--- config.mk ---
export PLATFORM = sky130hd
export DESIGN_NAME = pcs_gray_wptr_ctrl
export DESIGN_NICKNAME = d
export VERILOG_FILES = /design/src/rtl/pcs_gray_pkg.sv /design/src/rtl/pcs_gray_sync.sv /design/src/rtl/pcs_gray_wptr_ctrl.sv
export SDC_FILE = /design/constraint.sdc
export NUM_CORES = 1
export LEC_CHECK = 0
export BUFFER_PORTS_ARGS = -buffer_cell sky130_fd_sc_hd__buf_2
export CAP_MARGIN = 20
export CORE_MARGIN = 2
export CORE_UTILIZATION = 36
export DETAILED_ROUTE_END_ITERATION = 7
export GPL_TIMING_DRIVEN = 0
export PLACE_DENSITY = 0.66
export SLEW_MARGIN = 20
export SYNTH_ARGS = -nofsm -noshare
export SYNTH_HDL_FRONTEND = slang
export SYNTH_SLANG_ARGS = --single-unit
--- constraint.sdc ---
create_clock -name clk -period 2.8 [get_ports clk]
set_input_delay 0.56 -clock clk [delete_from_list [all_inputs] [get_ports clk]]
set_output_delay 0.56 -clock clk [all_outputs]
set_load 0.005 [all_outputs]
--- src/rtl/pcs_gray_pkg.sv ---
// Shared Gray-code constants and conversions for the pcs25g 16-entry elastic buffer pointers.
// Used by both the write-side and read-side pointer controllers.
package pcs_gray_pkg;

  localparam int PTR_DEPTH = 16;

  localparam logic [4:0] G0  = 5'b00000;
  localparam logic [4:0] G1  = 5'b00001;
  localparam logic [4:0] G2  = 5'b00011;
  localparam logic [4:0] G3  = 5'b00010;
  localparam logic [4:0] G4  = 5'b00110;
  localparam logic [4:0] G5  = 5'b00111;
  localparam logic [4:0] G6  = 5'b00101;
  localparam logic [4:0] G7  = 5'b00100;
  localparam logic [4:0] G8  = 5'b01100;
  localparam logic [4:0] G9  = 5'b01101;
  localparam logic [4:0] G10 = 5'b01111;
  localparam logic [4:0] G11 = 5'b01110;
  localparam logic [4:0] G12 = 5'b01010;
  localparam logic [4:0] G13 = 5'b01011;
  localparam logic [4:0] G14 = 5'b01001;
  localparam logic [4:0] G15 = 5'b01000;

  function automatic logic [4:0] bin2gray(input logic [3:0] b);
    return {1'b0, b ^ (b >> 1)};
  endfunction

  // Bit4 is ignored here; it is only meaningful to the protocol checker.
  function automatic logic [3:0] gray2bin(input logic [4:0] g);
    logic [3:0] b;
    b[3] = g[3];
    for (int i = 2; i >= 0; i--) begin
      b[i] = b[i+1] ^ g[i];
    end
    return b;
  endfunction

  function automatic logic [4:0] gray_next(input logic [4:0] g);
    return bin2gray(gray2bin(g) + 4'd1);
  endfunction

endpackage

--- src/rtl/pcs_gray_sync.sv ---
// Multi-stage synchronizer for a Gray-coded pointer crossing into the local clock domain.
module pcs_gray_sync #(
  parameter int SYNC_STAGES = 2,
  parameter int W           = 5
) (
  input  logic         clk,
  input  logic         rst,
  input  logic [W-1:0] din_i,
  output logic [W-1:0] dout_o
);

  (* ASYNC_REG = "TRUE" *) logic [SYNC_STAGES-1:0][W-1:0] sync_q;
  logic [SYNC_STAGES-1:0][W-1:0] sync_d;

  always_comb begin
    sync_d = {sync_q[SYNC_STAGES-2:0], din_i};
  end

  always_ff @(posedge clk or posedge rst) begin
    if (rst) begin
      sync_q <= '0;
    end else begin
      sync_q <= sync_d;
    end
  end

  assign dout_o = sync_q[SYNC_STAGES-1];

endmodule

--- src/rtl/pcs_gray_wptr_ctrl.sv ---
// Write-side pointer controller: binary write pointer, registered Gray publish, fill level/full flags.
// Optional Gray-protocol checker enabled by defining PCS_GRAY_CHECK_EN.
module pcs_gray_wptr_ctrl
  import pcs_gray_pkg::*;
#(
  parameter int SYNC_STAGES  = 2,
  parameter int AFULL_THRESH = 12
) (
  input  logic       clk,
  input  logic       reset,
  input  logic       wr_req,
  input  logic [4:0] rd_gray,
  output logic       wr_en,
  output logic [3:0] wr_addr,
  output logic [4:0] wr_gray,
  output logic [3:0] level,
  output logic       full,
  output logic       almost_full,
  output logic       overflow,
  output logic       gray_err
);

  localparam logic [3:0] AFULL_LVL = 4'(AFULL_THRESH);

  logic [4:0] rd_sync;
  logic [3:0] wbin_q, wbin_d;
  logic [4:0] wr_gray_q, wr_gray_d;
  logic [3:0] rbin_q, rbin_d;
  logic       overflow_q, overflow_d;

  pcs_gray_sync #(
    .SYNC_STAGES (SYNC_STAGES),
    .W           (5)
  ) u_rd_sync (
    .clk    (clk),
    .rst    (reset),
    .din_i  (rd_gray),
    .dout_o (rd_sync)
  );

  // Decoded read pointer is registered so flags come purely from flops.
  assign level       = wbin_q - rbin_q;
  assign full        = (level == 4'd15);
  assign almost_full = (level >= AFULL_LVL);
  assign wr_en       = wr_req & ~full;
  assign wr_addr     = wbin_q;
  assign wr_gray     = wr_gray_q;
  assign overflow    = overflow_q;

  always_comb begin
    wbin_d     = wr_en ? wbin_q + 4'd1 : wbin_q;
    wr_gray_d  = bin2gray(wbin_d);
    rbin_d     = gray2bin(rd_sync);
    overflow_d = overflow_q | (wr_req & full);
  end

  always_ff @(posedge clk or posedge reset) begin
    if (reset) begin
      wbin_q     <= '0;
      wr_gray_q  <= G0;
      rbin_q     <= '0;
      overflow_q <= 1'b0;
    end else begin
      wbin_q     <= wbin_d;
      wr_gray_q  <= wr_gray_d;
      rbin_q     <= rbin_d;
      overflow_q <= overflow_d;
    end
  end

`ifdef PCS_GRAY_CHECK_EN
  logic [4:0] rd_prev_q;
  logic [4:0] wr_prev_q;
  logic       gray_err_q, gray_err_d;
  logic       rd_bad_step;
  logic       wr_bad_step;

  // The read pointer may hold or advance by exactly one Gray step.
  assign rd_bad_step = (rd_sync != rd_prev_q) && (rd_sync != gray_next(rd_prev_q));
  assign wr_bad_step = ($countones(wr_gray_q ^ wr_prev_q) > 1);

  always_comb begin
    gray_err_d = gray_err_q | rd_sync[4] | rd_bad_step | wr_bad_step;
  end

  always_ff @(posedge clk or posedge reset) begin
    if (reset) begin
      rd_prev_q  <= G0;
      wr_prev_q  <= G0;
      gray_err_q <= 1'b0;
    end else begin
      rd_prev_q  <= rd_sync;
      wr_prev_q  <= wr_gray_q;
      gray_err_q <= gray_err_d;
    end
  end

  assign gray_err = gray_err_q;
`else
  assign gray_err = 1'b0;
`endif

endmodule
**Word level (Yosys, flattened, before mapping)**

Index checks and enable logic that the tools add are counted.
W data, S select, Z words.

- Add/sub/neg operators: 2
- Order comparisons: 1
- Equality and inequality tests: 1
- Muxes and demuxes: 1
- Bitwise operators: 8

Operators by type and width:

| operator | number |
|---|---|
| $add A4 B1 Y4 const B | 1 |
| $eq A4 B4 Y1 const B | 1 |
| $ge A4 B4 Y1 const B | 1 |
| $mux W4 | 1 |
| $sub A4 B4 Y4 | 1 |
| $xor A4 B3 Y4 | 1 |
| $xor A1 B1 Y1 | 3 |
| $and A1 B1 Y1 | 2 |
| $not A1 Y1 | 1 |
| $or A1 B1 Y1 | 1 |

- Bits in registers: 21
- Bits of input ports: 8

**Longest topological paths before layout**

Gate-level depths: netlist (run 1).

- Depth after elaboration: 6
- Depth in mapped cells: 10
- Gate-level depth less buffers: 9

**By module**

From an unflattened synthesis (run 1), not the netlist that was laid out.

- Cells, all modules: 79
- Area total of the unflattened synthesis: 988.4 µm²

Modules (own cells, without submodules):

| module | instances | cells each | area an instance (µm²) | seq. area each (µm²) |
|---|---|---|---|---|
| pcs_gray_wptr_ctrl | 1 | 63 | 696.9 | 300.3 |
| pcs_gray_sync | 1 | 16 | 291.5 | 250.2 |

**Worst setup path after synthesis (run 1)**

OpenSTA, ideal clock, no wires.

- Kind: register to output
- Start point: register wbin_q[0], in the netlist wr_addr[0]
- End point: output wr_en
- Arrival: 1,781 ps
- Required time: 2,240 ps
- Path slack: 459 ps
- Stages on the path, launching flop included: 9
- Cell sequence: dfrtp_1 -> inv_1 -> ha_1 -> inv_1 -> fa_1 -> xor2_2 -> nand3_1 -> o31a_1 -> buf_6

- Word-level cells in the longest chain between the ends: 4

Ends and longest elaborated chain:

| element | line | text |
|---|---|---|
| start: declaration | pcs_gray_wptr_ctrl.sv:26 | `logic [3:0] wbin_q, wbin_d;` |
| start signal: assignment | pcs_gray_wptr_ctrl.sv:64 | `wbin_q <= wbin_d;` |
| $sub A4 B4 Y4 | pcs_gray_wptr_ctrl.sv:42 | `assign level = wbin_q - rbin_q;` |
| via level[2] | pcs_gray_wptr_ctrl.sv:16 | `output logic [3:0] level,` |
| $eq A4 B4 Y1 | pcs_gray_wptr_ctrl.sv:43 | `assign full = (level == 4'd15);` |
| $not A1 Y1 | pcs_gray_wptr_ctrl.sv:45 | `assign wr_en = wr_req & ~full;` |
| $and A1 B1 Y1 | pcs_gray_wptr_ctrl.sv:45 |  |
| end: declaration | pcs_gray_wptr_ctrl.sv:13 | `output logic wr_en,` |

The timed path passes the listed nets, and every way through them passes these cells.

**Worst setup path after layout (run 1)**

- Start point: register wbin_q[0], in the netlist wr_addr[0]
- End point: output wr_en

- Word-level cells in the longest chain between the ends: 4

Ends and longest elaborated chain:

| element | line |
|---|---|
| $sub A4 B4 Y4 | pcs_gray_wptr_ctrl.sv:42 |
| $eq A4 B4 Y1 | pcs_gray_wptr_ctrl.sv:43 |
| $not A1 Y1 | pcs_gray_wptr_ctrl.sv:45 |
| $and A1 B1 Y1 | pcs_gray_wptr_ctrl.sv:45 |

Every way passes these cells.

==> metrics.log, run 1 <==
[metrics] final HPWL from detailed placement: 1031 µm
[metrics] VDD IR max: 0.8615 mV
[metrics] path type of the worst setup path: reg -> out
[metrics] filler cell count in the final layout: 229
[metrics] Non-Filler Cell Area, Final: 0.001119 mm²
[metrics] Worst Setup Start Kind: register
[metrics] maximum clock insertion buffer count: 2
[metrics] top-level port count: 26
[metrics] pin count of the biggest net entering global routing: 21
[metrics] first-pass GRT wire length: 2297 µm
[metrics] number of distinct standard cells referenced by the synthesized netlist: 26
[metrics] delay-heaviest family, CP: adder cells
[metrics] Switching Share: 0.3567
[metrics] Post-synth EDFFs: 0
[metrics] Worst Path Required: 2.24 ns
[metrics] maximum clock rate: 0.3721 GHz
[metrics] minimum period implied by the final worst setup slack: 2.687 ns
[metrics] Final TNS setup: 0 ns
[metrics] Clock power frac: 0.171
[metrics] chip width: 53.75 µm
[metrics] pre-CTS worst setup slack: 0.2279 ns
[metrics] fin crit share: 0.9598
[metrics] Mapped Cells: 71
[metrics] top cells by instance count after synthesis: 20 x sky130_fd_sc_hd__dfrtp_1, 8 x sky130_fd_sc_hd__inv_1, 6 x sky130_fd_sc_hd__xor2_1
[metrics] combinational cell fraction of total power: 0.517
[metrics] Crit path arrival time: 2.13 ns
[metrics] post-synthesis share of cell area spent on and, or, nand and nor gates: 0.06039
[metrics] complex-gate fraction of the synthesized area: 0.05758
[metrics] detailed-route wire length per cell: 11.10 µm
[metrics] FF+latch count, synth: 20
[metrics] Clock Sinks: 20
[metrics] slowest cell on the critical path: sky130_fd_sc_hd__dfrtp_2
[metrics] share of the yosys chip area belonging to registers: 0.5618
[metrics] CTS buffer count: 3
[metrics] slowest stage delay, CP: 0.42 ns
[metrics] run status: finished, final reports clean
[metrics] fraction of power consumed by sequential logic: 0.312
[metrics] number of buffer and inverter stages on the critical path: 4
[metrics] Post-route DRC: 0
[metrics] final worst slack: 0.1126 ns
[metrics] mux contribution to synthesized area: 0.03511
[metrics] clock-pin slew of the registers on the worst-case setup and hold paths: 0.12 ns
[metrics] via count of the first global-routing pass: 557
[metrics] number of antenna diodes: 0
[metrics] core box area: 0.002410 mm²
[metrics] FFs w/ async S/R, synth: 1.000
[metrics] antenna viol nets, final: 0
[metrics] overall power after layout: 1.360 mW
[metrics] Synthesis Warnings: 0
[metrics] max-capacitance violation count: 0
[metrics] most frequently used flop master after synthesis: sky130_fd_sc_hd__dfrtp_1
[metrics] Cell Pwr Density: 1216 mW/mm²
[metrics] average cell area after synthesis: 12.55 µm²
[metrics] CP Capture Type: primary output
[metrics] drt pass-1 iters: 4
[metrics] initial detailed-routing violation count: 7
[metrics] number of core rows: 18
[metrics] Root Buffer: sky130_fd_sc_hd__clkbuf_4
[metrics] Clock Latency Late Sink: 0.30 ns
[metrics] GR Overflow Total: 0
[metrics] final clock skew: 0.01129 ns
[metrics] proportion of netlist area held by the largest area contributor: 0.5618
[metrics] Starting Density: 0.3697
[metrics] actual transition at the worst max-transition pin: 0.7331 ns
[metrics] maximum fanout encountered on the critical timing path: 8
[metrics] total standard cell area after synthesis: 890.9 µm²
[metrics] most numerous cell in the Yosys netlist: sky130_fd_sc_hd__dfrtp_1
[metrics] cell accounting for the most synthesized area: sky130_fd_sc_hd__dfrtp_1
[metrics] htree depth: 1
[metrics] number of nets in the layout: 114
[metrics] total placed instance area: 0.001042 mm²
[metrics] path type of the worst min-delay path: in -> reg
[metrics] cell types with the largest area share after synthesis: sky130_fd_sc_hd__dfrtp_1 56%, sky130_fd_sc_hd__xor2_1 5.9%, sky130_fd_sc_hd__ha_1 5.6%, sky130_fd_sc_hd__xnor2_1 4.9%, sky130_fd_sc_hd__inv_1 3.4%
[metrics] CP cell instances: inv_2, ha_1, inv_1, fa_2, xor2_2, nand3_2, o31a_1, buf_6, buf_2
[metrics] vertical die dimension: 53.75 µm
[metrics] RSZ-0062 raised after global routing: no
[metrics] total number of vias: 564
[metrics] final setup vio count: 0
[metrics] average via count per standard cell: 4.338
[metrics] antenna violations before repair: 0
[metrics] CTS tree: yes
[metrics] DRT Wirelength: 1443 µm
[metrics] remaining max-slew budget at the tightest pin: 0.5107
[metrics] post-synthesis share of cell area spent on xor and xnor gates: 0.1264
[metrics] fraction of final layout cells sized beyond drive strength 1: 0.4000
[metrics] number of pins with negative max-slew slack in the final report: 0
[metrics] Total Die Area: 0.002889 mm²
[metrics] Sw Pwr: 485.2 µW
[metrics] cell internal pwr: 875.1 µW
[metrics] synthesized-area fraction occupied by adder cells: 0.07865
[metrics] post-synthesis to final-layout area growth: 25.56%
[metrics] overall routing resource usage: 0.1162
[metrics] number of buffers added on ports: 22
[metrics] combinational family with the most area after synthesis: XOR/XNOR gates
[metrics] final estimated routing congestion in global placement: 0.7579
[metrics] Fin. Hold Viols: 0
[metrics] reported leakage power: 0.5583 nW
==> state kept, by name (all words and copies together) (netlist names) <==
| signal | flops |
|---|---|
| overflow | 1 |
| rbin_q | 4 |
| u_rd_sync.dout_o | 4 |
| u_rd_sync.sync_q | 4 |
| wr_addr | 3 |
| wr_gray | 4 |
==> power groups by stage <==
stage          clock network, mW  logic (mW)  registers, mW
6_report                   0.232       0.704          0.424
5_1_grt                    0.248       0.796          0.437
4_1_cts                    0.238       0.695          0.423
3_5_place_dp                   0       0.641          0.439
3_3_place_gp                   0       0.625          0.436
2_1_floorplan                  0       0.435          0.434
==> area by class of cell <==
cell class              count  area (µm²)  area share
inverters                   8       30.03     0.02685
flip-flops and latches     20       501.7      0.4485
clock buffers               3       22.52     0.02013
well taps                  30       37.54     0.03356
plain buffers               5       37.54     0.03356
multi-input cells          39       334.1      0.2987
clock inverters             1       30.03     0.02685
repair buffers             24       125.1      0.1119
==> path summary, 6_finish.rpt <==
| check | slack (ns) | end | cells past startpoint | startpoint |
|---|---|---|---|---|
| setup / recovery | 0.11 | wr_en | 9 | wr_addr[0] |
| hold / removal | 0.35 | u_rd_sync.sync_q[0] | 1 | rd_gray[0] |
| setup reg to reg | 0.59 | wr_gray[2] | 10 | wr_addr[0] |
| hold reg to reg | 0.37 | u_rd_sync.dout_o[3] | 0 | u_rd_sync.sync_q[3] |
| max in group asynchronous | 1.92 | wr_addr[0] | 2 | reset |
| min in group asynchronous | 0.36 | u_rd_sync.sync_q[0] | 2 | reset |
==> metal layers <==
layer	track usage	part of all wire
met5	0	0
met4	0.07692	0.0083
met3	0.01667	0.061
met2	0.2134	0.52
met1	0.1212	0.41
==> logic make-up after synthesis <==
logic type      Yosys count
fa+ha+maj                 5
other cells               1
simple gates             10
flops                    20
xor+xnor                 12
buf+inv                  13
compound gates            7
mux                       3
==> through the flow <==
step	instances	hold slack (ns)	util
6_report	130	0.3524	0.4642
5_1_grt	130	0.3358	0.4642
4_1_cts	130	0.3444	0.4611
3_5_place_dp	124	0.3471	0.4325
3_3_place_gp	124	0.3334	0.4325
2_1_floorplan	72	0.3312	-
==> layout by cell type, fill, tap and decap left out <==
| cell | instances |
|---|---|
| sky130_fd_sc_hd__buf_2 | 22 |
| sky130_fd_sc_hd__dfrtp_1 | 19 |
| sky130_fd_sc_hd__inv_1 | 7 |
| sky130_fd_sc_hd__xor2_1 | 6 |
| sky130_fd_sc_hd__xnor2_1 | 5 |
| sky130_fd_sc_hd__buf_4 | 5 |
| sky130_fd_sc_hd__ha_1 | 4 |
| sky130_fd_sc_hd__a21oi_1 | 3 |
| sky130_fd_sc_hd__clkbuf_4 | 3 |
| sky130_fd_sc_hd__nand2_1 | 2 |
| sky130_fd_sc_hd__mux2i_1 | 2 |
| sky130_fd_sc_hd__conb_1 | 2 |
| sky130_fd_sc_hd__nand3b_1 | 1 |
| sky130_fd_sc_hd__and3_1 | 1 |
| sky130_fd_sc_hd__nor2_1 | 1 |
| sky130_fd_sc_hd__xor2_2 | 1 |
| sky130_fd_sc_hd__inv_2 | 1 |
| sky130_fd_sc_hd__nand3_2 | 1 |
| sky130_fd_sc_hd__nor3_1 | 1 |
| sky130_fd_sc_hd__o31a_1 | 1 |
| sky130_fd_sc_hd__buf_6 | 1 |
| sky130_fd_sc_hd__clkbuf_1 | 1 |
| sky130_fd_sc_hd__mux2_2 | 1 |
| sky130_fd_sc_hd__a21o_1 | 1 |
| sky130_fd_sc_hd__nand4_1 | 1 |
| sky130_fd_sc_hd__nand3_1 | 1 |
| sky130_fd_sc_hd__o21ai_0 | 1 |
| sky130_fd_sc_hd__a221oi_2 | 1 |
| sky130_fd_sc_hd__and2_2 | 1 |
| sky130_fd_sc_hd__fa_2 | 1 |
| sky130_fd_sc_hd__bufinv_16 | 1 |
| sky130_fd_sc_hd__dfrtp_2 | 1 |
==> timing repair <==
action / 4_1_cts / 5_1_grt
hold buffers: 0 / 0
endpoints found under the setup margin: 2 / 2
cloned: 0 / 0
buffers inserted: 2 / 0
gates resized for setup: 1 / 3
No activity file was read; power rests on OpenSTA's default activity.
==> run 2, diff against run 1 <==
- BUFFER_PORTS_ARGS: -buffer_cell sky130_fd_sc_hd__buf_2 -> -buffer_cell sky130_fd_sc_hd__buf_4
==> run 2 against run 1 <==
Net effect: power up 7.2%; first-iteration DRC count down 43%; cell area rose by 6.0%; non-clock buffer count increased by 1; setup slack got worse by 0.018 ns; cell count up 0.77%; via count up 1.4%.
==> metrics.log, run 2 (synthesis results as in run 1) <==
[metrics] antenna violations before repair: 0
[metrics] Clock Sinks: 20
[metrics] final estimated routing congestion in global placement: 0.7338
[metrics] combinational cell fraction of total power: 0.550
[metrics] clock-pin slew of the registers on the worst-case setup and hold paths: 0.11 ns
[metrics] Non-Filler Cell Area, Final: 0.001186 mm²
[metrics] slowest cell on the critical path: sky130_fd_sc_hd__dfrtp_2
[metrics] Post-route DRC: 0
[metrics] remaining max-slew budget at the tightest pin: 0.5155
[metrics] maximum fanout encountered on the critical timing path: 8
[metrics] drt pass-1 iters: 2
[metrics] Worst Path Required: 2.24 ns
[metrics] delay-heaviest family, CP: adder cells
[metrics] Total Die Area: 0.002889 mm²
[metrics] htree depth: 1
[metrics] Root Buffer: sky130_fd_sc_hd__clkbuf_4
[metrics] top-level port count: 26
[metrics] overall routing resource usage: 0.1082
[metrics] number of nets in the layout: 115
[metrics] CP cell instances: inv_2, ha_1, inv_1, fa_2, xor2_2, nand3_2, o31a_1, buf_6, buf_4
[metrics] worst-case hold slack: 0.3633 ns
[metrics] Layout Utilization: 0.4922
[metrics] number of buffers added on ports: 22
[metrics] minimum period implied by the final worst setup slack: 2.705 ns
[metrics] detailed-route wire length per cell: 10.54 µm
[metrics] Switching Share: 0.3397
[metrics] actual transition at the worst max-transition pin: 0.7260 ns
[metrics] number of core rows: 18
[metrics] post-synthesis to final-layout area growth: 33.15%
[metrics] end of the critical path: wr_en
[metrics] via count of the first global-routing pass: 522
[metrics] fraction of power consumed by sequential logic: 0.294
[metrics] worst-case register-to-register setup slack: 0.57 ns
[metrics] final HPWL from detailed placement: 1054 µm
[metrics] GR Overflow Total: 0
[metrics] path type of the worst min-delay path: reg -> reg
[metrics] path type of the worst setup path: reg -> out
[metrics] VDD IR max: 0.6924 mV
[metrics] CTS tree: yes
[metrics] reported leakage power: 0.5840 nW
[metrics] DRT Wirelength: 1381 µm
[metrics] CTS buffer count: 3
[metrics] run status: finished, final reports clean
[metrics] r2r worst-path depth: 10
[metrics] Clock Latency Late Sink: 0.29 ns
[metrics] final setup vio count: 0
[metrics] terminus of the critical flop-to-flop path: wr_gray[2]
[metrics] core box area: 0.002410 mm²
[metrics] average via count per standard cell: 4.366
[metrics] total placed instance area: 0.001097 mm²
[metrics] vertical die dimension: 53.75 µm
[metrics] slowest stage delay, CP: 0.43 ns
[metrics] pre-CTS worst setup slack: 0.1935 ns
[metrics] number of buffers inserted by hold repair at cts: 0
[metrics] antenna viol nets, final: 0
[metrics] pin count of the biggest net entering global routing: 21
[metrics] total number of vias: 572
[metrics] total number of cells along the worst setup path: 9
[metrics] maximum clock insertion buffer count: 2
[metrics] final clock skew: 0.006684 ns
[metrics] number of pins with negative max-slew slack in the final report: 0
[metrics] fraction of final layout cells sized beyond drive strength 1: 0.4158
[metrics] r2r startpoint: wr_addr[0]
[metrics] Crit path arrival time: 2.15 ns
[metrics] chip width: 53.75 µm
[metrics] Sw Pwr: 495.2 µW
[metrics] final worst slack: 0.09453 ns
[metrics] cell internal pwr: 962.6 µW
[metrics] CP Capture Type: primary output
[metrics] fin crit share: 0.9662
[metrics] Cell Pwr Density: 1229 mW/mm²
[metrics] Fin. Hold Viols: 0
[metrics] Starting Density: 0.3697
[metrics] initial detailed-routing violation count: 4
[metrics] maximum clock rate: 0.3696 GHz
[metrics] Worst Setup Start Kind: register
[metrics] max-capacitance violation count: 0
[metrics] Worst Setup SP: wr_addr[0]
[metrics] first-pass GRT wire length: 2221 µm
[metrics] Clock power frac: 0.156
[metrics] number of buffer and inverter stages on the critical path: 4
[metrics] most common library cell in the layout ignoring fill and taps: sky130_fd_sc_hd__buf_4
[metrics] most frequent cells in the layout: 28 x sky130_fd_sc_hd__buf_4, 19 x sky130_fd_sc_hd__dfrtp_1, 7 x sky130_fd_sc_hd__inv_1
[metrics] number of antenna diodes: 0
## run 2: metrics by stage
stage	total power, mW	std cells	TNS [ns]
3_5_place_dp	1.174	124	0
2_1_floorplan	0.8690	72	0
5_1_grt	1.579	131	-0.007782
6_report	1.458	131	0
3_3_place_gp	1.149	124	0
4_1_cts	1.463	130	0
## run 2: cell type report
class                   instances  area [µm²]
clock buffers                   3       22.52
plain buffers                   5       37.54
inverters                       8       30.03
flip-flops and latches         20       501.7
well taps                      30       37.54
fillers                       239        1224
multi-input cells              39       339.1
clock inverters                 1       30.03
repair buffers                 25       187.7
## run 2: worst register-to-register path, cell delays in order (launching register included)
cell	delay, ns
sky130_fd_sc_hd__dfrtp_2	0.43
sky130_fd_sc_hd__inv_2	0.07
sky130_fd_sc_hd__ha_1	0.15
sky130_fd_sc_hd__inv_1	0.05
sky130_fd_sc_hd__fa_2	0.34
sky130_fd_sc_hd__xor2_2	0.17
sky130_fd_sc_hd__nand3_2	0.11
sky130_fd_sc_hd__o31a_1	0.26
sky130_fd_sc_hd__buf_6	0.14
sky130_fd_sc_hd__a221oi_2	0.25
sky130_fd_sc_hd__xor2_1	0.18
## run 2: how the worst min path moves through the flow
stage	start	endpoint	slack, ns	depth (start not counted)
2_1_floorplan	u_rd_sync.sync_q[0]	u_rd_sync.dout_o[0]	0.33	0
3_3_place_gp	u_rd_sync.sync_q[3]	u_rd_sync.dout_o[3]	0.33	0
3_5_place_dp	u_rd_sync.sync_q[3]	u_rd_sync.dout_o[3]	0.34	0
4_1_cts	rd_gray[2]	u_rd_sync.sync_q[2]	0.36	1
5_1_grt	rd_gray[3]	u_rd_sync.sync_q[3]	0.35	1
6_report	u_rd_sync.sync_q[3]	u_rd_sync.dout_o[3]	0.36	0
## run 2: routing by layer
metal,part of all wire,wire length (µm),track usage
met1,0.44,601,0.1346
met5,0,0,0
met3,0.064,88,0.01667
met4,0,0,0.03846
met2,0.50,691,0.1890
## run 2: repair_timing
| action | CTS | global route |
|---|---|---|
| setup endpoints to repair | 2 | 1 |
| gates resized for setup | 4 | 1 |
| buffers inserted | 2 | 1 |
## run 2: power by group through the flow
stage | Clock (mW) | Combinational (mW) | Sequential, mW
after floorplan | 0 | 0.435 | 0.434
after global placement | 0 | 0.710 | 0.440
after detailed placement | 0 | 0.730 | 0.443
after CTS | 0.233 | 0.801 | 0.429
after global routing | 0.245 | 0.893 | 0.441
final | 0.227 | 0.801 | 0.429
==> run 3, diff against run 2 <==
- CORE_UTILIZATION: 36 -> 45
- PLACE_DENSITY: 0.66 -> 0.77
- SYNTH_HIERARCHICAL: not set -> 1
==> run 3 against run 2 <==
Net effect: critical endpoint unchanged; sequential power about the same; cell area rose by 2.6%; largest power group unchanged; cell count rose by 1.5%; critical path type unchanged; via count grew 5.6%; first-iteration DRC count shrank 75%.
==> metrics.log, run 3 <==
[metrics] CP cell instances: inv_2, ha_1, inv_1, fa_2, nand3_2, o31a_1, buf_6, buf_4
[metrics] GR Overflow Total: 0
[metrics] final estimated routing congestion in global placement: 0.7920
[metrics] antenna violations before repair: 0
[metrics] Crit path arrival time: 2.15 ns
[metrics] DRT Wirelength: 1412 µm
[metrics] run status: finished, final reports clean
[metrics] CTS tree: yes
[metrics] number of core rows: 16
[metrics] initial detailed-routing violation count: 1
[metrics] VDD IR max: 0.5033 mV
[metrics] final clock skew: 0.004722 ns
[metrics] number of nets in the layout: 120
[metrics] CP Capture Type: primary output
[metrics] fin crit share: 0.9681
[metrics] Cell Pwr Density: 1211 mW/mm²
[metrics] Post-route DRC: 0
[metrics] number of antenna diodes: 0
[metrics] maximum fanout encountered on the critical timing path: 8
[metrics] total standard cell area after synthesis: 930.9 µm²
[metrics] Starting Density: 0.4745
[metrics] via count of the first global-routing pass: 624
[metrics] htree depth: 1
[metrics] filler cell count in the final layout: 156
[metrics] post-synthesis to final-layout area growth: 30.78%
[metrics] fraction of final layout cells sized beyond drive strength 1: 0.4434
[metrics] path type of the worst setup path: reg -> out
[metrics] average cell area after synthesis: 12.25 µm²
[metrics] Clock Latency Late Sink: 0.29 ns
[metrics] first-pass GRT wire length: 2332 µm
[metrics] Worst Path Required: 2.24 ns
[metrics] RSZ-0062 raised after global routing: yes
[metrics] Synthesis Warnings: 6
[metrics] detailed-route wire length per cell: 10.62 µm
[metrics] top-level port count: 26
[metrics] number of buffers added on ports: 22
[metrics] maximum clock insertion buffer count: 2
[metrics] slowest cell on the critical path: sky130_fd_sc_hd__fa_2
[metrics] Clock Sinks: 20
[metrics] most common library cell in the layout ignoring fill and taps: sky130_fd_sc_hd__buf_4
[metrics] number of buffers inserted by hold repair at cts: 0
[metrics] drt pass-1 iters: 3
[metrics] slowest stage delay, CP: 0.54 ns
[metrics] Root Buffer: sky130_fd_sc_hd__clkbuf_4
[metrics] most frequent cells in the layout: 32 x sky130_fd_sc_hd__buf_4, 19 x sky130_fd_sc_hd__dfrtp_1, 8 x sky130_fd_sc_hd__inv_1
[metrics] final setup vio count: 0
[metrics] path type of the worst min-delay path: in -> async
[metrics] total number of vias: 604
[metrics] core box area: 0.001962 mm²
[metrics] Worst Setup Start Kind: register
[metrics] antenna viol nets, final: 0
[metrics] Total Die Area: 0.002448 mm²
[metrics] total placed instance area: 0.001134 mm²
[metrics] final HPWL from detailed placement: 1100 µm
[metrics] pin count of the biggest net entering global routing: 13
[metrics] r2r worst-path depth: 9
[metrics] chip width: 49.48 µm
[metrics] Non-Filler Cell Area, Final: 0.001217 mm²
[metrics] Mapped Cells: 76
[metrics] average via count per standard cell: 4.541
[metrics] Fin. Hold Viols: 0
[metrics] overall routing resource usage: 0.1248
[metrics] maximum clock rate: 0.3689 GHz
[metrics] vertical die dimension: 49.48 µm
[metrics] reported leakage power: 0.6082 nW
[metrics] number of pins with negative max-slew slack in the final report: 0
[metrics] worst-case hold slack: 0.1907 ns
[metrics] clock-pin slew of the registers on the worst-case setup and hold paths: 0.11 ns
[metrics] CTS buffer count: 3
[metrics] max-capacitance violation count: 0
[metrics] minimum period implied by the final worst setup slack: 2.711 ns
-- run 3: final timing paths --
kind,startpoint,to,slack [ns]
min reg2reg,u_rd_sync/sync_q[0],u_rd_sync/dout_o[0],0.36
min,reset,u_rd_sync/sync_q[3],0.19
max in group asynchronous,reset,wr_addr[0],2.21
max,wr_addr[0],wr_en,0.09
max reg2reg,wr_addr[0],wr_gray[2],0.60
min in group clk,rd_gray[3],u_rd_sync/sync_q[3],0.36
-- run 3: layout make-up --
class                           count  area, µm²  area share
Tap cell                           27      33.78     0.02775
Clock inverter                      1      30.03     0.02467
Clock buffer                        3      22.52     0.01850
Inverter                            9      33.78     0.02775
Buffer                              9      67.56     0.05550
Multi-Input combinational cell     39      340.3      0.2795
Sequential cell                    20      501.7      0.4121
Timing Repair Buffer               25      187.7      0.1542
-- run 3: power by group --
| group | leakage, nW | internal (mW) | switching (mW) |
|---|---|---|---|
| Sequential | 0.231 | 0.366 | 0.0608 |
| Combinational | 0.350 | 0.467 | 0.350 |
| Clock | 0.0279 | 0.145 | 0.0855 |
-- run 3: routing by layer --
layer	global-route usage	routed length [µm]
met1	0.1022	514
met2	0.2658	811
met3	0.02727	65
met4	0.06019	21
met5	0	0
-- run 3: critical path, delay by kind of cell, from the launching register on --
| family | cells | cell delay [ns] |
|---|---|---|
| adders and majority gates | 2 | 0.69 |
| and+or+nand+nor | 1 | 0.10 |
| AOI/OAI and AO/OA | 1 | 0.26 |
| DFF | 1 | 0.42 |
| buffers and inverters | 4 | 0.39 |
-- run 3: timing repair --
action / 4_1_cts / 5_1_grt
endpoints found under the setup margin: 2 / 1
buffers inserted: 2 / 1
pin swaps: 1 / 2
endpoints found under the hold margin: 0 / 0
resized for setup: 3 / 1
-- run 3: through the flow --
step | total power, mW | utilization | std cells | worst slack (ns) | TNS, ns
final | 1.475 | 0.6205 | 133 | 0.08935 | 0
after global routing | 1.588 | 0.6205 | 133 | -0.02825 | -0.02825
after CTS | 1.467 | 0.6167 | 132 | 0.001946 | 0
after detailed placement | 1.186 | 0.5778 | 126 | 0.1560 | 0
after global placement | 1.162 | 0.5778 | 126 | 0.2389 | 0
after floorplan | 0.8857 | - | 77 | 0.4594 | 0
